`src/rtl/ps2_pkg.sv`:
```
// Shared PS/2 definitions: transmitter states, frame constants and common commands.
package ps2_pkg;

    typedef enum logic [2:0] {
        IDLE,
        INHIBIT,
        RTS,
        SEND,
        ACK,
        WAIT_IDLE
    } state_t;

    // Data bits per frame, and the device falling edge that clocks out the stop bit.
    localparam logic [3:0] PS2_NBITS = 4'd8;
    localparam logic [3:0] LAST_FALL = 4'd10;

    localparam logic [7:0] CMD_SET_LEDS = 8'hED;
    localparam logic [7:0] CMD_ENABLE   = 8'hF4;
    localparam logic [7:0] CMD_RESET    = 8'hFF;

    // PS/2 uses odd parity: the parity bit makes the total count of ones odd.
    function automatic logic odd_parity(input logic [7:0] d);
        return ~^d;
    endfunction

endpackage

```
`src/rtl/ps2_sync_edge.sv`:
```
// Two-flop synchroniser plus falling-edge detector for one PS/2 bus line.
module ps2_sync_edge (
    input  logic CLK,
    input  logic RST,
    input  logic line,
    output logic level,
    output logic fall
);

    logic meta;
    logic sync;
    logic prev;

    // Synchroniser chain and history flop; all reset high because an idle bus floats high.
    // NOTE: non-blocking assignments in clocked blocks so every flop samples pre-edge values.
    always_ff @(posedge CLK) begin
        if (RST) begin
            meta <= 1'b1;
            sync <= 1'b1;
            prev <= 1'b1;
        end else begin
            meta <= line;
            sync <= meta;
            prev <= sync;
        end
    end

    assign level = sync;
    assign fall  = prev & ~sync;

endmodule

```
`src/rtl/ps2_host_tx.sv`:
```
// Host-to-device PS/2 transmitter: inhibit, request-to-send, serialise one byte, check ACK.
module ps2_host_tx
    import ps2_pkg::*;
#(
    parameter int unsigned INHIBIT_CYCLES = 5000,
    parameter int unsigned TIMEOUT_CYCLES = 750000
) (
    input  logic       CLK,
    input  logic       RST,
    input  logic [7:0] TX_DATA,
    input  logic       TX_START,
    output logic       TX_READY,
    output logic       BUSY,
    output logic       TX_DONE,
    output logic       TX_ERR,
    input  logic       PS2_CLK_IN,
    input  logic       PS2_DATA_IN,
    output logic       PS2_CLK_OE,
    output logic       PS2_DATA_OE
);

    localparam int INH_W = $clog2(INHIBIT_CYCLES + 1);
    localparam int TMO_W = $clog2(TIMEOUT_CYCLES + 1);
    localparam logic [INH_W-1:0] INH_LAST = INH_W'(INHIBIT_CYCLES - 1);
    localparam logic [TMO_W-1:0] TMO_LAST = TMO_W'(TIMEOUT_CYCLES - 1);

    state_t           state_q, state_d;
    logic [7:0]       data_q, data_d;
    logic             parity_q, parity_d;
    logic             ok_q, ok_d;
    logic [3:0]       bit_idx_q, bit_idx_d;
    logic [INH_W-1:0] inh_q, inh_d;
    logic [TMO_W-1:0] tmo_q, tmo_d;
    logic             clk_oe_q, clk_oe_d;
    logic             data_oe_q, data_oe_d;
    logic             done_q, done_d;
    logic             err_q, err_d;

    logic clk_lvl, clk_fall;
    logic data_lvl, data_fall_unused;
    logic start_ok, watched, progress;

    ps2_sync_edge u_clk_sync (
        .CLK   (CLK),
        .RST   (RST),
        .line  (PS2_CLK_IN),
        .level (clk_lvl),
        .fall  (clk_fall)
    );

    ps2_sync_edge u_data_sync (
        .CLK   (CLK),
        .RST   (RST),
        .line  (PS2_DATA_IN),
        .level (data_lvl),
        .fall  (data_fall_unused)
    );

    assign start_ok = TX_START & TX_READY;
    // The watchdog runs only while waiting on the device; any device activity restarts it.
    assign watched  = (state_q == SEND) || (state_q == ACK) || (state_q == WAIT_IDLE);
    assign progress = clk_fall || ((state_q == WAIT_IDLE) && clk_lvl && data_lvl);

    // Next-state, bus-drive and completion logic.
    // NOTE: every signal gets a default first so no latch is inferred on untaken paths.
    always_comb begin
        state_d   = state_q;
        data_d    = data_q;
        parity_d  = parity_q;
        ok_d      = ok_q;
        bit_idx_d = bit_idx_q;
        inh_d     = '0;
        tmo_d     = '0;
        clk_oe_d  = clk_oe_q;
        data_oe_d = data_oe_q;
        done_d    = 1'b0;
        err_d     = 1'b0;

        if (watched) begin
            tmo_d = clk_fall ? '0 : tmo_q + 1'b1;
        end

        case (state_q)
            IDLE: begin
                clk_oe_d  = 1'b0;
                data_oe_d = 1'b0;
                if (start_ok) begin
                    data_d   = TX_DATA;
                    parity_d = odd_parity(TX_DATA);
                    clk_oe_d = 1'b1;
                    state_d  = INHIBIT;
                end
            end
            INHIBIT: begin
                if (inh_q == INH_LAST) begin
                    data_oe_d = 1'b1;
                    state_d   = RTS;
                end else begin
                    inh_d = inh_q + 1'b1;
                end
            end
            RTS: begin
                // Release the clock with data still low: this is the start bit.
                clk_oe_d  = 1'b0;
                bit_idx_d = '0;
                state_d   = SEND;
            end
            SEND: begin
                if (clk_fall) begin
                    bit_idx_d = bit_idx_q + 4'd1;
                    if (bit_idx_q < PS2_NBITS) begin
                        data_oe_d = ~data_q[bit_idx_q[2:0]];
                    end else if (bit_idx_q == PS2_NBITS) begin
                        data_oe_d = ~parity_q;
                    end else if (bit_idx_q == LAST_FALL - 4'd1) begin
                        data_oe_d = 1'b0;
                        state_d   = ACK;
                    end
                end
            end
            ACK: begin
                if (clk_fall) begin
                    ok_d    = ~data_lvl;
                    state_d = WAIT_IDLE;
                end
            end
            WAIT_IDLE: begin
                if (clk_lvl && data_lvl) begin
                    done_d  = ok_q;
                    err_d   = ~ok_q;
                    tmo_d   = '0;
                    state_d = IDLE;
                end
            end
            default: state_d = IDLE;
        endcase

        if (watched && !progress && (tmo_q == TMO_LAST)) begin
            clk_oe_d  = 1'b0;
            data_oe_d = 1'b0;
            done_d    = 1'b0;
            err_d     = 1'b1;
            tmo_d     = '0;
            state_d   = IDLE;
        end
    end

    // State, datapath and output registers.
    always_ff @(posedge CLK) begin
        if (RST) begin
            state_q   <= IDLE;
            data_q    <= '0;
            parity_q  <= 1'b0;
            ok_q      <= 1'b0;
            bit_idx_q <= '0;
            inh_q     <= '0;
            tmo_q     <= '0;
            clk_oe_q  <= 1'b0;
            data_oe_q <= 1'b0;
            done_q    <= 1'b0;
            err_q     <= 1'b0;
        end else begin
            state_q   <= state_d;
            data_q    <= data_d;
            parity_q  <= parity_d;
            ok_q      <= ok_d;
            bit_idx_q <= bit_idx_d;
            inh_q     <= inh_d;
            tmo_q     <= tmo_d;
            clk_oe_q  <= clk_oe_d;
            data_oe_q <= data_oe_d;
            done_q    <= done_d;
            err_q     <= err_d;
        end
    end

    // Ready is withheld during the completion pulse so a new request starts one cycle later.
    assign TX_READY    = (state_q == IDLE) && !done_q && !err_q;
    assign BUSY        = (state_q != IDLE);
    assign TX_DONE     = done_q;
    assign TX_ERR      = err_q;
    assign PS2_CLK_OE  = clk_oe_q;
    assign PS2_DATA_OE = data_oe_q;

endmodule

```
`config.mk`:
```
export PLATFORM = sky130hd
export DESIGN_NAME = ps2_host_tx
export DESIGN_NICKNAME = d
export VERILOG_FILES = /design/src/rtl/ps2_pkg.sv /design/src/rtl/ps2_sync_edge.sv /design/src/rtl/ps2_host_tx.sv
export SDC_FILE = /design/constraint.sdc
export NUM_CORES = 1
export LEC_CHECK = 0
export BUFFER_PORTS_ARGS = -buffer_cell sky130_fd_sc_hd__buf_2
export CAP_MARGIN = 20
export CORE_AREA = 8 8 92 94
export DETAILED_ROUTE_END_ITERATION = 6
export DIE_AREA = 0 0 100 102
export SLEW_MARGIN = 20
export SYNTH_ARGS = -nofsm -noshare
export SYNTH_HDL_FRONTEND = slang
export SYNTH_SLANG_ARGS = --single-unit
```
`constraint.sdc`:
```
create_clock -name CLK -period 1.9 [get_ports CLK]
set_input_delay 0.19 -clock CLK [delete_from_list [all_inputs] [get_ports CLK]]
set_output_delay 0.19 -clock CLK [all_outputs]
set_load 0.01 [all_outputs]
```
==> flow_summary_export.csv, run 1 <==
group,metric,value,unit
sta,timing.slew.headroom,74.4,%
yosys,yosys_most_used_dff,"sky130_fd_sc_hd__dfxtp_1",
clock_network,cts_setup_buffers,0,
clock_network,cts_max_path_buffers,2,
run_status,run_status,"finished, final reports clean",
global_route,grt_pass1_vias,2035,
finish,final_cell_count_no_fill,435,
place,gp_routability_congestion,0.757,
routing,route.detailed.wl_per_inst,11.8,um
place,dpl_cell_area,2930,um2
setup_path,critPathMaxFanout,4,
pwr,power.density,761,nW/um2
finish,design.final.nets,349,
setup_path,crit_path_start_kind,"flop",
place,dp_wirelength,3680,um
setup_path,cp_capture_type,"flop",
place,place_inst,419,
pwr,vdd_ir_drop_max,473,uV
place,buffer_ports.inserted,18,
die,core_area,7060,um2
yosys,number_of_enable_flip_flop_cells_after_synthesis,0,
sta,worst_pin_slew,0.379,ns
finish,most_frequent_cells_in_the_layout,"sky130_fd_sc_hd__dfxtp_1, sky130_fd_sc_hd__nor2_1, sky130_fd_sc_hd__xnor2_1",
sta,post-route-period-util,93.6,%
routing,route.antenna.remaining_nets,0,
sta,clock_period_minus_final_worst_setup_slack,1.78,ns
routing,drt_first_iter_violations,107,
setup_path,timing.setup.critical_path_class,"reg2reg",
sta,max_clock_freq,0.562,GHz
yosys,synth.distinct_cells,42,
clock_network,tritoncts,"built",
setup_path,required,2.13,ns
yosys,asr_flop_ratio_synth,0,%
die,die_width,100,um
finish,stdcell_area,3100,um2
routing,via_count,2133,
sta,fin_skew,0.00705,ns
routing,drt-total-wl,5150,um
finish,post_route_cells_drive_above_1_share,16.4,%
place,post-place-ws,0.155,ns
run,drv_cap,0,
global_route,gr-total-overflow,0,
setup_path,critical_path.slowest_cell,"sky130_fd_sc_hd__nor4_1",
global_route,grt_max_degree,21,
die,die_area,10200,um2
sta,rsz_0062_raised_after_global_routing,"no",
yosys,synth.yosys.seq_area_share,43.9,%
yosys,netlist_area,2690,um2
clock_network,holdBufCountCts,0,
global_route,antenna_violations_before_repair,0,
clock_network,htree_num_levels,3,
setup_path,worst_ep_arrival_time,2.01,ns
die,ioPinCount,19,
clock_network,clock_tree.root_cell,"sky130_fd_sc_hd__clkbuf_8",
finish,area_growth,15.2,%
die,starting_utilization_of_the_core_area,38.1,%
clock_network,clk_latency_worst_skew_pair,0.33,ns
clock_network,clk_pin_slew_worst_paths,0.07,ns
sta,final_hold_vio_count,0,
die,row_count,31,
yosys,mappedNetlistNets,321,
pwr,power.leakage,0.00109,uW
sta,layout_setup_ws,0.121,ns
routing,drc,0,
finish,layout.cells.most_common,"sky130_fd_sc_hd__dfxtp_1",
clock_network,cts-buffers-inserted,9,
global_route,grt_first_pass_wirelength,8800,um
sta,setup_violations,0,
sta,fin_tns_setup,0,ns
routing,detailedRoute.firstPassIterationCount,4,
yosys,synth_warnings,0,
routing,vias_per_cell,4.90,
setup_path,r2r_setup_slack,0.12,ns
yosys,synth_cells,303,
die,die_h,102,um
setup_path,worstPathCellList,"ha_1, and4_1, nand3_1, nor4_1, xnor2_1, nor2_1",
sta,slew_violations,0,
yosys,synthesis.area_per_instance,8.88,um2
min_path,holdCritPathClass,"in2reg",
global_route,globalRouteTotalUtil,10.8,%
clock_network,cts_repair_resize_count,0,
finish,insertedDiodeCount,0,
clock_network,cts_sinks,59,
setup_path,max_stage_delay,0.39,ns
yosys,synth_seq_cells,59,
logic make-up after synthesis:
group                      Yosys count  share of synthesized area [%]
muxes                               13                           5.30
xor gates and xnor gates            38                           12.4
DFF                                 59                           43.9
and+or+nand+nor                    142                           26.2
AOI/OAI and AO/OA                   23                           5.86
adders and majority gates            5                           2.33
buffers and inverters               23                           4.05
power breakdown:
group	total [uW]	internal (uW)	switching, uW
Sequential	1280	1260	14.6
Combinational	141	69.9	70.9
Clock	941	466	475
synthesized netlist by cell type, drive strengths merged, types with 2 or more instances:
master | number | share of area (%)
inv | 11 | 1.5
nor3b | 2 | 0.56
a311oi | 2 | 0.65
ha | 5 | 2.3
a211oi | 4 | 1.3
nor2 | 58 | 8.1
xor2 | 12 | 3.9
a21oi | 7 | 1.3
nor4b | 2 | 0.65
buf | 6 | 1.7
or2 | 8 | 1.9
nand2b | 2 | 0.47
clkbuf | 6 | 0.84
nor4 | 6 | 1.6
nand2 | 15 | 2.1
mux2i | 12 | 4.5
nand3 | 18 | 3.3
dfxtp | 59 | 44
nor3 | 9 | 1.7
o21ai | 4 | 0.74
and4 | 4 | 1.3
nand4 | 10 | 2.3
and3 | 2 | 0.47
xnor2 | 26 | 8.5
final timing paths:
| path | end | from | cells after the start |
|---|---|---|---|
| min reg2reg | u_clk_sync.level | u_clk_sync.meta | 1 |
| max | tmo_q[18] | tmo_q[0] | 6 |
| min | u_data_sync.meta | PS2_DATA_IN | 2 |
| max reg2reg | tmo_q[18] | tmo_q[0] | 6 |
registers in the layout (all words and copies together), names as in the netlist:
| register | cells |
|---|---|
| PS2_DATA_OE | 1 |
| u_data_sync.meta | 1 |
| state_q | 3 |
| parity_q | 1 |
| tmo_q | 20 |
| TX_ERR | 1 |
| PS2_CLK_OE | 1 |
| bit_idx_q | 4 |
| u_clk_sync.meta | 1 |
| TX_DONE | 1 |
| data_q | 8 |
| u_data_sync.level | 1 |
| u_clk_sync.prev | 1 |
| inh_q | 13 |
| u_clk_sync.level | 1 |
| ok_q | 1 |
critical path: cells and delay by family, from the launching register on:
kind	cells	cell delay (ns)
xor gates and xnor gates	1	0.16
DFF	1	0.38
and+or+nand+nor	4	0.93
adders and majority gates	1	0.22
layer usage:
metal | GRT usage [%] | wire length [um]
met1 | 13.1 | 2640
met2 | 16.5 | 2240
met3 | 3.75 | 173
met4 | 5.93 | 100
met5 | 0 | 0
metrics by stage:
step / utilization (%) / power, uW / hold WS [ns]
3_5_place_dp: 41.5 / 1450 / 0.374
2_1_floorplan: - / 1400 / 0.294
4_1_cts: 43.8 / 2390 / 0.0225
6_report: 43.9 / 2360 / 0.0358
3_3_place_gp: 41.5 / 1440 / 0.374
5_1_grt: 43.9 / 2470 / 0.0166
layout make-up:
class,instances,area [um2]
Clock inverter,5,30.0
Tap cell,99,124
Clock buffer,11,131
Timing Repair Buffer,29,185
Sequential cell,59,1180
Inverter,11,41.3
Multi-Input combinational cell,221,1410
Fill cell,737,3960
Note: power is estimated with default switching activity, not from simulation.
==> run 2: changes to the inputs <==
--- a/config.mk
+++ b/config.mk
@@ -5,11 +5,14 @@
 export SDC_FILE = /design/constraint.sdc
 export NUM_CORES = 1
 export LEC_CHECK = 0
+export ABC_AREA = 1
 export BUFFER_PORTS_ARGS = -buffer_cell sky130_fd_sc_hd__buf_2
 export CAP_MARGIN = 20
-export CORE_AREA = 8 8 92 94
+export CORE_AREA = 8 8 82 84
 export DETAILED_ROUTE_END_ITERATION = 6
-export DIE_AREA = 0 0 100 102
+export DIE_AREA = 0 0 90 92
+export HOLD_SLACK_MARGIN = 0.15
+export PLACE_DENSITY = 0.72
 export SLEW_MARGIN = 20
 export SYNTH_ARGS = -nofsm -noshare
 export SYNTH_HDL_FRONTEND = slang
==> run 2 against run 1 <==
Against the previous run:
- fmax grew 6.4%
- synthesized area grew 8.6%
- synthesized cell count grew 35%
- largest power group unchanged
- first-iteration DRC count grew 72%
- worst setup slack gained 0.11 ns
- clock power grew 1%
- cell count grew 20%
- sequential share of layout area shrank 3.0 points
==> flow_summary_export.csv, run 2 <==
group,metric,value,unit
routing,route.detailed.wl_per_inst,11.5,um
min_path,worst_hold_path.endpoint,"bit_idx_q[0]",
die,starting_utilization_of_the_core_area,54.0,%
die,die_width,90,um
setup_path,timing.setup.critical_path_class,"reg2reg",
yosys,asr_flop_ratio_synth,0,%
yosys,synth_cells,409,
yosys,yosysMostFrequentCell,"sky130_fd_sc_hd__nor2_1",
finish,layout.cells.most_common,"sky130_fd_sc_hd__nor2_1",
setup_path,critPathMaxFanout,6,
yosys,synth_largest_type_area_fraction,40.4,%
routing,drt_first_iter_violations,184,
min_path,timing.hold.worst.start,"RST",
yosys,synth.area.mux_share,0,%
routing,vias_per_cell,4.92,
setup_path,required,2.12,ns
die,die_area,8280,um2
routing,via_count,2575,
yosys,yosys_most_used_dff,"sky130_fd_sc_hd__dfxtp_1",
yosys,synth_compound_area_share,5.96,%
die,ioPinCount,19,
finish,post_route_cells_drive_above_1_share,13.1,%
yosys,yosys.area_share.simple,35.7,%
yosys,synth_commonest_cells,"sky130_fd_sc_hd__nor2_1, sky130_fd_sc_hd__nand2_1, sky130_fd_sc_hd__dfxtp_1, sky130_fd_sc_hd__inv_1, sky130_fd_sc_hd__nand3_1",
clock_network,cts_max_path_buffers,2,
global_route,grt_max_degree,21,
finish,area_growth,15.2,%
yosys,number_of_enable_flip_flop_cells_after_synthesis,0,
sta,worst_pin_slew,0.528,ns
sta,timing.slew.headroom,64.4,%
global_route,antenna_violations_before_repair,0,
yosys,synth_seq_cells,59,
setup_path,worst_r2r_endpoint,"state_q[0]",
min_path,holdCritPathClass,"in2reg",
global_route,gr-total-overflow,0,
clock_network,clk_pin_slew_worst_paths,0.07,ns
clock_network,clock_tree.root_cell,"sky130_fd_sc_hd__clkbuf_8",
clock_network,cts-buffers-inserted,9,
die,row_count,27,
yosys,synth.yosys.seq_area_share,40.4,%
sta,clock_period_minus_final_worst_setup_slack,1.67,ns
run,drv_cap,0,
sta,slew_violations,0,
yosys,netlist_top_cells_area,"sky130_fd_sc_hd__dfxtp_1, sky130_fd_sc_hd__nor2_1, sky130_fd_sc_hd__nand2_1, sky130_fd_sc_hd__xor2_1, sky130_fd_sc_hd__nand3_1",
min_path,worst_hold_path.num_cells,2,
finish,max_flop_register,"tmo_q",
setup_path,worst_ep_arrival_time,1.89,ns
clock_network,clk_latency_worst_skew_pair,0.33,ns
yosys,synthesis.area_per_instance,7.14,um2
sta,fin_tns_setup,0,ns
finish,final_util,62.2,%
routing,drt-total-wl,6010,um
finish,design.final.nets,465,
die,core_area,5410,um2
yosys,synth.distinct_cells,30,
setup_path,worst_setup_sp,"bit_idx_q[1]",
global_route,grt_pass1_vias,2382,
pwr,power.leakage,0.00139,uW
die,die_h,92,um
clock_network,tritoncts,"built",
sta,final_hold_vio_count,0,
finish,reg.largest.list,"tmo_q: 20 flops, inh_q: 13 flops, data_q: 8 flops",
sta,rsz_0062_raised_after_global_routing,"no",
pwr,power.density,1010,nW/um2
routing,detailedRoute.firstPassIterationCount,4,
setup_path,cp_capture_type,"flop",
clock_network,cts_sinks,59,
setup_path,worstRegToRegCells,10,
run_status,run_status,"finished, final reports clean",
global_route,globalRouteTotalUtil,15.3,%
finish,insertedDiodeCount,0,
sta,fin_skew,0.0143,ns
finish,most_frequent_cells_in_the_layout,"sky130_fd_sc_hd__nor2_1, sky130_fd_sc_hd__nand2_1, sky130_fd_sc_hd__dfxtp_1",
yosys,post_synth_xor_area_fraction,8.70,%
yosys,mappedNetlistNets,427,
yosys,synth_warnings,0,
clock_network,htree_num_levels,3,
pwr,vdd_ir_drop_max,815,uV
routing,route.antenna.remaining_nets,0,
sta,post-route-period-util,88.0,%
yosys,synth_adder_area_share,2.14,%
place,dp_wirelength,4360,um
place,buffer_ports.inserted,18,
finish,largest_register_ff_count,20,
yosys,synth_largest_area_cell,"sky130_fd_sc_hd__dfxtp_1",
pwr,fin_total_pwr,3390,uW
routing,drc,0,
yosys,netlist_area,2920,um2
setup_path,r2r_setup_slack,0.23,ns
setup_path,crit_path_start_kind,"flop",
global_route,grt_first_pass_wirelength,10500,um
sta,max_clock_freq,0.598,GHz
sta,setup_violations,0,
place,gp_routability_congestion,0.939,
setup_path,regToRegStartpoint,"bit_idx_q[1]",
yosys,dominant_combinational_cell_family_by_area_after_synthesis,"simple AND/OR/NAND/NOR gates",
==> run 2: logic make-up (layout without fill, tap and decap cells) <==
logic type | count (synthesis) | after routing
XOR/XNOR | 29 | 29
flip-flops | 59 | 59
adder cells (fa/ha/maj) | 5 | 5
AND/OR/NAND/NOR | 237 | 237
AO/OA/AOI/OAI | 32 | 32
buffers and inverters | 47 | 89
==> run 2: through the flow <==
stage               setup WS [ns]  hold WS (ns)  area [um2]  cells
floorplan                   0.294         0.294        2920    409
CTS                         0.119         0.165        3350    523
detailed placement          0.123         0.377        3090    498
global route               0.0380         0.183        3360    523
finish                      0.228         0.176        3360    523
global placement            0.223         0.373        3090    498
==> run 2: what timing repair did <==
item	in CTS	in global routing
endpoints found under the hold margin	10	0
buffers inserted	0	0
endpoints found under the setup margin	0	20
hold buffers	10	0
gates resized for setup	0	3
==> run 2: worst max-delay path, cell delays in order (launching register included) <==
cell                      delay [ns]
sky130_fd_sc_hd__dfxtp_1        0.38
sky130_fd_sc_hd__inv_1          0.14
sky130_fd_sc_hd__ha_1           0.22
sky130_fd_sc_hd__inv_1          0.05
sky130_fd_sc_hd__nand4_1        0.09
sky130_fd_sc_hd__nand2_1        0.08
sky130_fd_sc_hd__nand2_1        0.05
sky130_fd_sc_hd__nor2_1         0.18
sky130_fd_sc_hd__nand3_1        0.17
sky130_fd_sc_hd__nor2_1         0.14
sky130_fd_sc_hd__nor2_1         0.05
==> run 2: how the worst max path moves through the flow <==
stage / to / slack, ns / cells after the start
4_1_cts: tmo_q[19] / 0.12 / 8
2_1_floorplan: state_q[0] / 0.29 / 10
3_5_place_dp: tmo_q[12] / 0.12 / 8
6_report: state_q[0] / 0.23 / 10
5_1_grt: state_q[2] / 0.04 / 11
3_3_place_gp: tmo_q[12] / 0.22 / 9
==> run 2: cell type report <==
cell class	count	area, um2
clock buffers	13	149
clock inverters	2	12.5
fillers	499	2040
inverters	40	150
multi-input cells	303	1540
flip-flops and latches	59	1180
well taps	72	90.1
repair buffers	34	235
==> run 2: power by group <==
part | internal, uW | switching, uW | leakage, uW
logic | 349 | 619 | 0.000830
clock network | 501 | 453 | 0.0000795
registers | 1360 | 108 | 0.000480
==> run 2: routing by layer <==
metal  vias up  global-route usage (%)  wire length (um)  part of all wire, %
met5         -                       0                 0                    0
met4         0                    8.74               124                  2.1
met3         7                    3.99               260                  4.3
met2        53                    23.4              2640                   44
met1      1153                    19.2              2980                   50
li1       1362                       -                 -                    -
==> run 3: changes to the inputs <==
==> constraint.sdc (replaced) <==
create_clock -name CLK -period 1.85 [get_ports CLK]
set_input_delay 0.185 -clock CLK [delete_from_list [all_inputs] [get_ports CLK]]
set_output_delay 0.185 -clock CLK [all_outputs]
set_load 0.01 [all_outputs]
==> run 3 against run 2 <==
Against the previous run:
- wire length shrank 1.9%
- critical path depth shrank 1
- clock power is 16% higher
- combinational power rose by 2.2%
- global-route usage decreased by 0.38 points
- via count decreased by 0.39%
- critical endpoint is now data_q[1]
- largest cell class unchanged
==> flow_summary_export.csv, run 3 (synthesis gave the netlist of run 2 again) <==
group,metric,value,unit
run_status,run_status,"finished, final reports clean",
finish,area_growth,16.5,%
clock_network,cts-buffers-inserted,9,
die,ioPinCount,19,
sta,fin_skew,0.00715,ns
sta,post-route-period-util,86.9,%
die,row_count,27,
global_route,gr-total-overflow,0,
run,drv_cap,0,
routing,via_count,2565,
pwr,power.density,1060,nW/um2
finish,largest_register_ff_count,20,
setup_path,crit_path_start_kind,"flop",
clock_network,tritoncts,"built",
sta,final_hold_vio_count,0,
setup_path,required,2.07,ns
finish,design.final.nets,466,
sta,max_clock_freq,0.622,GHz
sta,timing.slew.headroom,67.9,%
die,core_area,5410,um2
setup_path,critPathMaxFanout,10,
clock_network,cts_max_path_buffers,2,
setup_path,worst_ep_arrival_time,1.83,ns
place,dp_wirelength,4170,um
routing,drt_first_iter_violations,148,
min_path,worst_hold_path.num_cells,2,
routing,vias_per_cell,4.89,
clock_network,htree_num_levels,3,
clock_network,clk_latency_worst_skew_pair,0.33,ns
finish,final.fill_count,500,
die,die_area,8280,um2
global_route,globalRouteTotalUtil,15.0,%
sta,worst_pin_slew,0.477,ns
routing,route.detailed.wl_per_inst,11.2,um
global_route,antenna_violations_before_repair,0,
clock_network,clk_pin_slew_worst_paths,0.07,ns
pwr,fin_total_pwr,3610,uW
setup_path,regToRegStartpoint,"state_q[2]",
finish,layout.cells.most_common,"sky130_fd_sc_hd__nor2_1",
setup_path,worst_r2r_endpoint,"data_q[1]",
setup_path,timing.setup.critical_path_class,"reg2reg",
clock_network,clock_tree.root_cell,"sky130_fd_sc_hd__clkbuf_8",
min_path,holdCritPathClass,"in2reg",
finish,post_route_cells_drive_above_1_share,14.3,%
finish,insertedDiodeCount,0,
finish,reg.largest.list,"tmo_q: 20 flops, inh_q: 13 flops, data_q: 8 flops",
setup_path,r2r_setup_slack,0.24,ns
sta,clock_period_minus_final_worst_setup_slack,1.61,ns
clock_network,cts_sinks,59,
setup_path,cp_capture_type,"flop",
min_path,worst_hold_path.endpoint,"TX_ERR",
sta,fin_hold_ws,0.169,ns
die,die_width,90,um
setup_path,worstRegToRegCells,9,
finish,max_flop_register,"tmo_q",
routing,drc,0,
global_route,grt_pass1_vias,2386,
place,buffer_ports.inserted,18,
sta,rsz_0062_raised_after_global_routing,"yes",
die,die_h,92,um
routing,detailedRoute.firstPassIterationCount,4,
clock_network,cts_setup_buffers,0,
routing,route.antenna.remaining_nets,0,
pwr,vdd_ir_drop_max,882,uV
place,gp_routability_congestion,0.863,
routing,drt-total-wl,5890,um
min_path,timing.hold.worst.start,"RST",
sta,slew_violations,0,
finish,most_frequent_cells_in_the_layout,"sky130_fd_sc_hd__nor2_1, sky130_fd_sc_hd__nand2_1, sky130_fd_sc_hd__dfxtp_1",
die,starting_utilization_of_the_core_area,54.0,%
sta,setup_violations,0,
global_route,grt_first_pass_wirelength,10300,um
global_route,grt_max_degree,21,
pwr,power.leakage,0.00140,uW
[run 3: cell type report]
| cell class | instances | area [um2] | share of cell area, % |
|---|---|---|---|
| Timing Repair Buffer | 34 | 235 | 6.91 |
| Sequential cell | 59 | 1180 | 34.8 |
| Multi-Input combinational cell | 303 | 1550 | 45.5 |
| Tap cell | 72 | 90.1 | 2.65 |
| Inverter | 40 | 154 | 4.52 |
| Timing Repair inverter | 1 | 5.00 | 0.147 |
| Clock buffer | 11 | 131 | 3.86 |
| Clock inverter | 5 | 53.8 | 1.58 |
[run 3: timing repair]
action,CTS,global route
hold buffers,10,0
endpoints found under the hold margin,10,0
endpoints found under the setup margin,0,25
gates resized for setup,0,7
[run 3: worst max path at each step]
stage | to | startpoint | slack, ns
after floorplan | state_q[0] | bit_idx_q[0] | 0.24
after global placement | tmo_q[12] | state_q[1] | 0.15
after detailed placement | tmo_q[12] | state_q[1] | 0.12
after CTS | tmo_q[18] | state_q[2] | 0.10
after global routing | tmo_q[18] | tmo_q[0] | -0.009
final | data_q[1] | state_q[2] | 0.24
[run 3: report_power, final]
part	leakage, uW	switching [uW]	internal [uW]
clock network	0.0000971	489	618
registers	0.000480	113	1400
logic	0.000821	629	360
[run 3: metal layers]
layer / global-route usage, % / wire (um) / vias up / share of wire, %
li1: - / - / 1377 / -
met1: 18.6 / 2920 / 1134 / 49
met2: 23.6 / 2620 / 42 / 44
met3: 3.59 / 241 / 12 / 4.1
met4: 7.77 / 114 / 0 / 1.9
met5: 0 / 0 / - / 0
[run 3: worst max-delay path, cell delays in order (launching register included)]
cell,delay [ns]
sky130_fd_sc_hd__dfxtp_2,0.44
sky130_fd_sc_hd__inv_1,0.09
sky130_fd_sc_hd__nand2_1,0.12
sky130_fd_sc_hd__nor2_1,0.07
sky130_fd_sc_hd__inv_1,0.12
sky130_fd_sc_hd__nor2_4,0.04
sky130_fd_sc_hd__nand2_2,0.16
sky130_fd_sc_hd__clkinvlp_2,0.25
sky130_fd_sc_hd__nor2_1,0.14
sky130_fd_sc_hd__nor2_1,0.06
[run 3: stage by stage]
stage / utilization [%] / worst slack (ns) / instance area [um2] / cells / setup TNS, ns
floorplan: - / 0.244 / 2920 / 409 / 0
global placement: 57.2 / 0.147 / 3090 / 498 / 0
detailed placement: 57.2 / 0.120 / 3090 / 498 / 0
CTS: 62.5 / 0.104 / 3380 / 524 / 0
global route: 62.9 / -0.00884 / 3400 / 525 / -0.00884
finish: 62.9 / 0.242 / 3400 / 525 / 0
